===== src/rtl/mem_arbiter_if.sv =====
// mem_arbiter_if: bundles the instruction-fetch port (i_*), the data port
// (d_*), the single-ported memory port (m_*) and the pipeline stall outputs
// of the memory arbiter.
//   slave  modport: the arbiter side (takes requests, drives memory/stalls)
//   master modport: the environment side (core ports and the memory)
interface mem_arbiter_if #(
  parameter int WIDTH = 32
) ();
  // instruction-fetch port
  logic             i_req;
  logic [WIDTH-1:0] i_addr;
  logic [WIDTH-1:0] i_rdata;
  logic             i_ready;
  // data port
  logic             d_req;
  logic             d_we;
  logic [WIDTH-1:0] d_addr;
  logic [WIDTH-1:0] d_wdata;
  logic [WIDTH-1:0] d_rdata;
  logic             d_ready;
  // memory port
  logic             m_en;
  logic             m_we;
  logic [WIDTH-1:0] m_addr;
  logic [WIDTH-1:0] m_wdata;
  logic [WIDTH-1:0] m_rdata;
  // pipeline stalls
  logic             stall_f;
  logic             stall_m;

  modport slave (
    input  i_req, i_addr, d_req, d_we, d_addr, d_wdata, m_rdata,
    output i_rdata, i_ready, d_rdata, d_ready,
    output m_en, m_we, m_addr, m_wdata, stall_f, stall_m
  );

  modport master (
    output i_req, i_addr, d_req, d_we, d_addr, d_wdata, m_rdata,
    input  i_rdata, i_ready, d_rdata, d_ready,
    input  m_en, m_we, m_addr, m_wdata, stall_f, stall_m
  );
endinterface


===== src/rtl/mem_arbiter.sv =====
// mem_arbiter: shares one single-ported, word-addressed memory between the
// instruction-fetch (I) and data (D) ports of the pipelined core. Each access
// is a grant cycle, LATENCY memory cycles with m_en held, and one completion
// cycle carrying a one-cycle ready pulse to the owner.
// Ports:
//   clk   - clock
//   reset - asynchronous, active-high reset
//   bus   - mem_arbiter_if.slave: I/D request ports, memory port, stalls
// Parameters:
//   LATENCY - memory cycles per access (1..15)
//   WIDTH   - address and data width
module mem_arbiter #(
  parameter int LATENCY = 2,
  parameter int WIDTH   = 32
) (
  input  logic         clk,
  input  logic         reset,
  mem_arbiter_if.slave bus
);

  localparam logic [1:0] IDLE = 2'd0;
  localparam logic [1:0] BUSY = 2'd1;
  localparam logic [1:0] DONE = 2'd2;

  localparam logic [3:0] CNT_INIT = 4'(LATENCY - 1);

  // control state
  logic [1:0]       state_r, state_next_s;
  logic [3:0]       cnt_r, cnt_next_s;
  logic             owner_d_r, owner_d_next_s;  // 1 = D owns the access
  logic             last_d_r, last_d_next_s;    // 1 = last grant went to D
  logic             we_r, we_next_s;
  logic [WIDTH-1:0] addr_r, addr_next_s;
  logic [WIDTH-1:0] wdata_r, wdata_next_s;

  // registered outputs
  logic [WIDTH-1:0] i_rdata_r, d_rdata_r;
  logic             i_ready_r, d_ready_r;
  logic             m_en_r, m_we_r;
  logic [WIDTH-1:0] m_addr_r, m_wdata_r;

  logic             busy_next_s;
  logic             capture_s;

  // Arbitration and sequencing: next state and latched request fields.
  always_comb begin
    state_next_s   = state_r;
    cnt_next_s     = cnt_r;
    owner_d_next_s = owner_d_r;
    last_d_next_s  = last_d_r;
    we_next_s      = we_r;
    addr_next_s    = addr_r;
    wdata_next_s   = wdata_r;
    case (state_r)
      IDLE: begin
        // D wins a tie unless it won the previous grant, so neither port starves.
        if (bus.d_req && !(bus.i_req && last_d_r)) begin
          state_next_s   = BUSY;
          cnt_next_s     = CNT_INIT;
          owner_d_next_s = 1'b1;
          last_d_next_s  = 1'b1;
          we_next_s      = bus.d_we;
          addr_next_s    = bus.d_addr;
          wdata_next_s   = bus.d_wdata;
        end else if (bus.i_req) begin
          state_next_s   = BUSY;
          cnt_next_s     = CNT_INIT;
          owner_d_next_s = 1'b0;
          last_d_next_s  = 1'b0;
          we_next_s      = 1'b0;
          addr_next_s    = bus.i_addr;
          wdata_next_s   = {WIDTH{1'b0}};
        end else begin
          state_next_s = IDLE;
        end
      end
      BUSY: begin
        if (cnt_r == 4'd0) begin
          state_next_s = DONE;
        end else begin
          cnt_next_s = cnt_r - 4'd1;
        end
      end
      DONE: begin
        // No arbitration here: the owner's req is still high during its
        // ready pulse and must not be granted a second time.
        state_next_s = IDLE;
      end
      default: begin
        state_next_s = IDLE;
        cnt_next_s   = 4'd0;
      end
    endcase
  end

  assign busy_next_s = (state_next_s == BUSY);
  // Read data is sampled in the final BUSY cycle; writes leave rdata untouched.
  assign capture_s   = (state_r == BUSY) && (cnt_r == 4'd0) && !we_r;

  // Control state registers.
  always_ff @(posedge clk or posedge reset) begin
    if (reset) begin
      state_r   <= IDLE;
      cnt_r     <= 4'd0;
      owner_d_r <= 1'b0;
      last_d_r  <= 1'b0;
      we_r      <= 1'b0;
      addr_r    <= {WIDTH{1'b0}};
      wdata_r   <= {WIDTH{1'b0}};
    end else begin
      state_r   <= state_next_s;
      cnt_r     <= cnt_next_s;
      owner_d_r <= owner_d_next_s;
      last_d_r  <= last_d_next_s;
      we_r      <= we_next_s;
      addr_r    <= addr_next_s;
      wdata_r   <= wdata_next_s;
    end
  end

  // Output registers, loaded from next-state values so they line up with
  // the state they describe; m_we only in the last BUSY cycle.
  always_ff @(posedge clk or posedge reset) begin
    if (reset) begin
      m_en_r    <= 1'b0;
      m_we_r    <= 1'b0;
      m_addr_r  <= {WIDTH{1'b0}};
      m_wdata_r <= {WIDTH{1'b0}};
      i_ready_r <= 1'b0;
      d_ready_r <= 1'b0;
    end else begin
      m_en_r    <= busy_next_s;
      m_we_r    <= busy_next_s && (cnt_next_s == 4'd0) && we_next_s;
      m_addr_r  <= busy_next_s ? addr_next_s : {WIDTH{1'b0}};
      m_wdata_r <= busy_next_s ? wdata_next_s : {WIDTH{1'b0}};
      i_ready_r <= (state_next_s == DONE) && !owner_d_next_s;
      d_ready_r <= (state_next_s == DONE) && owner_d_next_s;
    end
  end

  // Read-data holding registers for each port.
  always_ff @(posedge clk or posedge reset) begin
    if (reset) begin
      i_rdata_r <= {WIDTH{1'b0}};
      d_rdata_r <= {WIDTH{1'b0}};
    end else if (capture_s) begin
      if (owner_d_r) begin
        d_rdata_r <= bus.m_rdata;
      end else begin
        i_rdata_r <= bus.m_rdata;
      end
    end else begin
      i_rdata_r <= i_rdata_r;
      d_rdata_r <= d_rdata_r;
    end
  end

  assign bus.i_rdata = i_rdata_r;
  assign bus.d_rdata = d_rdata_r;
  assign bus.i_ready = i_ready_r;
  assign bus.d_ready = d_ready_r;
  assign bus.m_en    = m_en_r;
  assign bus.m_we    = m_we_r;
  assign bus.m_addr  = m_addr_r;
  assign bus.m_wdata = m_wdata_r;
  // Stalls follow the live request so the pipeline freezes in the request cycle.
  assign bus.stall_f = bus.i_req & ~i_ready_r;
  assign bus.stall_m = bus.d_req & ~d_ready_r;

endmodule


===== src/flat_wrapper.sv =====
// flat-port wrapper written by rule: the top's interface ports become plain ports
module mem_arbiter_flat 
#(
  parameter int LATENCY = 2,
  parameter int WIDTH   = 32
)
  (clk, reset, bus_i_req, bus_i_addr, bus_d_req, bus_d_we, bus_d_addr, bus_d_wdata, bus_m_rdata, bus_i_rdata, bus_i_ready, bus_d_rdata, bus_d_ready, bus_m_en, bus_m_we, bus_m_addr, bus_m_wdata, bus_stall_f, bus_stall_m);
  mem_arbiter_if #(.WIDTH(WIDTH)) bus_i ();
  input  logic clk;
  input  logic reset;
  input wire logic [$bits(bus_i.i_req)-1:0] bus_i_req;
  input wire logic [$bits(bus_i.i_addr)-1:0] bus_i_addr;
  input wire logic [$bits(bus_i.d_req)-1:0] bus_d_req;
  input wire logic [$bits(bus_i.d_we)-1:0] bus_d_we;
  input wire logic [$bits(bus_i.d_addr)-1:0] bus_d_addr;
  input wire logic [$bits(bus_i.d_wdata)-1:0] bus_d_wdata;
  input wire logic [$bits(bus_i.m_rdata)-1:0] bus_m_rdata;
  output wire logic [$bits(bus_i.i_rdata)-1:0] bus_i_rdata;
  output wire logic [$bits(bus_i.i_ready)-1:0] bus_i_ready;
  output wire logic [$bits(bus_i.d_rdata)-1:0] bus_d_rdata;
  output wire logic [$bits(bus_i.d_ready)-1:0] bus_d_ready;
  output wire logic [$bits(bus_i.m_en)-1:0] bus_m_en;
  output wire logic [$bits(bus_i.m_we)-1:0] bus_m_we;
  output wire logic [$bits(bus_i.m_addr)-1:0] bus_m_addr;
  output wire logic [$bits(bus_i.m_wdata)-1:0] bus_m_wdata;
  output wire logic [$bits(bus_i.stall_f)-1:0] bus_stall_f;
  output wire logic [$bits(bus_i.stall_m)-1:0] bus_stall_m;
  assign bus_i.i_req = bus_i_req;
  assign bus_i.i_addr = bus_i_addr;
  assign bus_i.d_req = bus_d_req;
  assign bus_i.d_we = bus_d_we;
  assign bus_i.d_addr = bus_d_addr;
  assign bus_i.d_wdata = bus_d_wdata;
  assign bus_i.m_rdata = bus_m_rdata;
  assign bus_i_rdata = bus_i.i_rdata;
  assign bus_i_ready = bus_i.i_ready;
  assign bus_d_rdata = bus_i.d_rdata;
  assign bus_d_ready = bus_i.d_ready;
  assign bus_m_en = bus_i.m_en;
  assign bus_m_we = bus_i.m_we;
  assign bus_m_addr = bus_i.m_addr;
  assign bus_m_wdata = bus_i.m_wdata;
  assign bus_stall_f = bus_i.stall_f;
  assign bus_stall_m = bus_i.stall_m;
  mem_arbiter #(.LATENCY(LATENCY), .WIDTH(WIDTH)) u_core (.clk(clk), .reset(reset), .bus(bus_i));
endmodule

===== config.mk =====
export PLATFORM = sky130hd
export DESIGN_NAME = mem_arbiter_flat
export DESIGN_NICKNAME = d
export VERILOG_FILES = /design/src/rtl/mem_arbiter_if.sv /design/src/rtl/mem_arbiter.sv /design/src/flat_wrapper.sv
export SDC_FILE = /design/constraint.sdc
export NUM_CORES = 1
export LEC_CHECK = 0
export CORE_MARGIN = 2
export CORE_UTILIZATION = 45
export CTS_BUF_LIST = sky130_fd_sc_hd__clkbuf_2
export DETAILED_ROUTE_END_ITERATION = 7
export GPL_TIMING_DRIVEN = 0
export PLACE_DENSITY = 0.8
export SYNTH_ARGS = -nofsm -noshare
export SYNTH_HDL_FRONTEND = slang
export SYNTH_SLANG_ARGS = --single-unit
export TNS_END_PERCENT = 50

===== constraint.sdc =====
create_clock -name clk -period 9.15 [get_ports clk]
set_input_delay 1.83 -clock clk [delete_from_list [all_inputs] [get_ports clk]]
set_output_delay 1.83 -clock clk [all_outputs]
set_load 0.02 [all_outputs]

==> impl_metrics.env <==
export IMPL_run_status="finished, final reports clean"
export IMPL_swShare_pct=37.7
export IMPL_synth_seq_cells=205
export IMPL_dieWidth_um=133
export IMPL_drt_iter0_markers=174
export IMPL_irDropWorstVdd_uv=171
export IMPL_die_h_um=133
export IMPL_total_power_mw=4.11
export IMPL_dr_pass1_iters=4
export IMPL_place_hpwl_um=13600
export IMPL_crit_required_ns=7.32
export IMPL_syn_nets=680
export IMPL_cts_resized=0
export IMPL_fin_crit_sh_pct=55.4
export IMPL_viasPerCell=5.08
export IMPL_cp_top_family="buffers and inverters"
export IMPL_cts_sinks=205
export IMPL_grtUsageTotal_pct=21.7
export IMPL_whs_ns=0.490
export IMPL_critPathMaxStageDelay_ns=0.64
export IMPL_period_minus_slack_ns=5.07
export IMPL_setup_viol=0
export IMPL_grt_overflow=0
export IMPL_cts_root_buf="clkbuf_2"
export IMPL_grt_max_degree=136
export IMPL_synthTopCellsByCount="dfrtp_1, nor2_1, and2_1"
export IMPL_rows=47
export IMPL_post_cts_buffers=0
export IMPL_vias=5694
export IMPL_p_seq_share_pct=36.8
export IMPL_fillers=1205
export IMPL_syn_avg_cell_area_um2=13.8
export IMPL_yosys_warnings=0
export IMPL_area_delta_synth_final_pct=45.8
export IMPL_syn_inst=546
export IMPL_hp_class="flop to flop"
export IMPL_tritoncts="built"
export IMPL_core_um2=16500
export IMPL_cp_max_fo=7
export IMPL_worst_slew_pin_slew_ns=0.677
export IMPL_max_freq_ghz=0.197
export IMPL_cts_inserted_buffers=51
export IMPL_p_sw_mw=1.55
export IMPL_slew_headroom_pct=54.8
export IMPL_yosys_area_top_type="dfrtp_1"
export IMPL_p_int_mw=2.56
export IMPL_cts_max_level=2
export IMPL_crit_buf_inv=2
export IMPL_p_leak_nw=4.99
export IMPL_die_area_um2=17800
export IMPL_path_common_cell="clkdlybuf4s50_1"
export IMPL_power_density_nw_per_um2=374
export IMPL_drcViolationCount=0
export IMPL_pwr_share_clk_pct=15.1
export IMPL_cts_hold_buf=0
export IMPL_synth_edff_count=0
export IMPL_antenna_left=0
export IMPL_synth_area_leaders="dfrtp_1, mux2_4, mux2_1, a22o_1, nor2_1"
export IMPL_synth_cell_types=38
export IMPL_critPathKind="input port to primary output"
export IMPL_synth_most_common_cell="dfrtp_1"
export IMPL_final_layout_size_suffix_gt1_share_pct=14.3
export IMPL_start_kind="input port"
export IMPL_placement_io_buffers=266
export IMPL_grt_setup_unrepaired="false"
export IMPL_place_gp_congestion=0.796
export IMPL_ys_flop_type="dfrtp_1"
export IMPL_synth_top_area_share_pct=68.1
export IMPL_drv_slew=0
export IMPL_clk_latency_ns=0.82
export IMPL_path_cells="clkdlybuf4s50_1, nor2b_1, clkdlybuf4s50_1"
export IMPL_cp_slowest_cell="clkdlybuf4s50_1"
export IMPL_diodes=0
export IMPL_antenna_found_initial=0
export IMPL_async_reset_ff_share_pct=100
export IMPL_fin_nets=1000
export IMPL_synthesis_area_um2=7540
export IMPL_clock_skew_ns=0.0838
export IMPL_arrival_ns=3.24
export IMPL_ioPinCount=267
export IMPL_initial_utilization_pct=45.8
export IMPL_grt_pass1_wl_um=30900
export IMPL_grt_pass1_vias=6037
export IMPL_cap_violations=0
export IMPL_wl_um=19200
export IMPL_post_drt_wl_per_cell_um=17.1
export IMPL_pwr_share_comb_pct=48.1
export IMPL_clk_pin_slew_ns=0.09
export IMPL_clockBufferDepth=3
export IMPL_final_hold_viol_count=0
export IMPL_ys_seq_area_share_pct=68.1
export IMPL_end_kind="primary output"
==> power by group through the flow <==
stage | Combinational, mW | Clock [mW] | Sequential [mW]
after floorplan | 0.772 | 0 | 1.86
after global routing | 2.12 | 0.689 | 1.55
after detailed placement | 1.99 | 0 | 1.53
after global placement | 1.92 | 0 | 1.51
final | 1.98 | 0.619 | 1.51
after CTS | 2.00 | 0.638 | 1.52
==> cell type report <==
class / count / area, um2 / area share, %
timing repair buffer: 267 / 2690 / 24.5
sequential: 205 / 5130 / 46.7
inverter: 7 / 33.8 / 0.308
clock buffer: 70 / 350 / 3.19
multi-input combinational: 304 / 2230 / 20.3
tap: 220 / 275 / 2.51
clock inverter: 18 / 125 / 1.14
buffer: 30 / 148 / 1.34
==> worst register-to-register path, cell delays in order, from the launching register on <==
cell and delay, ns:
dfrtp_1 0.43, inv_1 0.08, ha_1 0.20, nor3b_2 0.28
nand2_1 0.17, nor3_2 0.35, buf_2 0.37, mux2_1 0.36
==> kinds of logic after synthesis <==
family	after synthesis	synth area share, %
XOR/XNOR	1	0.116
AO/OA/AOI/OAI	78	7.67
buffers and inverters	37	2.31
AND/OR/NAND/NOR	160	10.6
multiplexers	64	11.1
adder cells (fa/ha/maj)	1	0.166
flip-flops	205	68.1
==> through the flow <==
step / cell area [um2] / setup WS (ns) / cells / setup TNS (ns) / utilization (%)
floorplan: 7540 / 1.72 / 546 / 0 / -
global placement: 10500 / -0.444 / 1032 / -87.91 / 63.6
detailed placement: 10500 / 4.07 / 1033 / 0 / 63.8
CTS: 11000 / 4.07 / 1121 / 0 / 66.7
global route: 11000 / 4.05 / 1121 / 0 / 66.7
finish: 11000 / 4.08 / 1121 / 0 / 66.7
==> cell usage in the layout, fill, tap and decap left out, types with 2 or more instances in the layout <==
master             n
a21oi_1            2
a22o_1            33
and2_1            34
buf_2             10
buf_6              3
bufinv_16          2
clkbuf_1          17
clkbuf_2          70
clkdlybuf4s50_1  266
clkinv_1          14
dfrtp_1          205
inv_1              5
mux2_1            32
mux2_2             2
mux2_4            30
nand2_1            6
nand2b_1           2
nor2_1            70
nor2b_1            2
nor3_1            33
nor3_2             3
o211ai_1           3
o21ai_0            2
o22ai_1           32
or3_1              2
==> registers in the layout (all words and copies together), names as in the netlist <==
signal and cells:
u_core.bus.m_wdata 32, u_core.bus.m_we 1, u_core.state_r 2, u_core.bus.d_ready 1, u_core.bus.i_ready 1, u_core.we_r 1, u_core.bus.m_en 1, u_core.wdata_r 32
u_core.bus.i_rdata 32, u_core.bus.m_addr 32, u_core.bus.d_rdata 32, u_core.cnt_r 4, u_core.last_d_r 1, u_core.owner_d_r 1, u_core.addr_r 32
==> metal layers <==
layer	up-vias	wire, um	global-route usage [%]
li1	2585	-	-
met1	2829	7600	26.4
met2	231	9530	36.0
met3	49	1520	7.65
met4	0	558	8.10
met5	-	0	0
==> final timing paths <==
check | startpoint | to | slack, ns | cells past startpoint
setup reg to reg | u_core.cnt_r[0] | u_core.bus.i_rdata[25] | 6.72 | 7
min in group asynchronous | reset | u_core.bus.i_rdata[31] | 1.51 | 2
max in group asynchronous | reset | u_core.bus.d_rdata[29] | 6.63 | 3
setup / recovery | bus_i_req | bus_stall_f | 4.08 | 3
hold reg to reg | u_core.bus.i_rdata[12] | u_core.bus.i_rdata[12] | 0.49 | 1
hold / removal | u_core.bus.i_rdata[12] | u_core.bus.i_rdata[12] | 0.49 | 1
(Power assumes the default switching activity.)
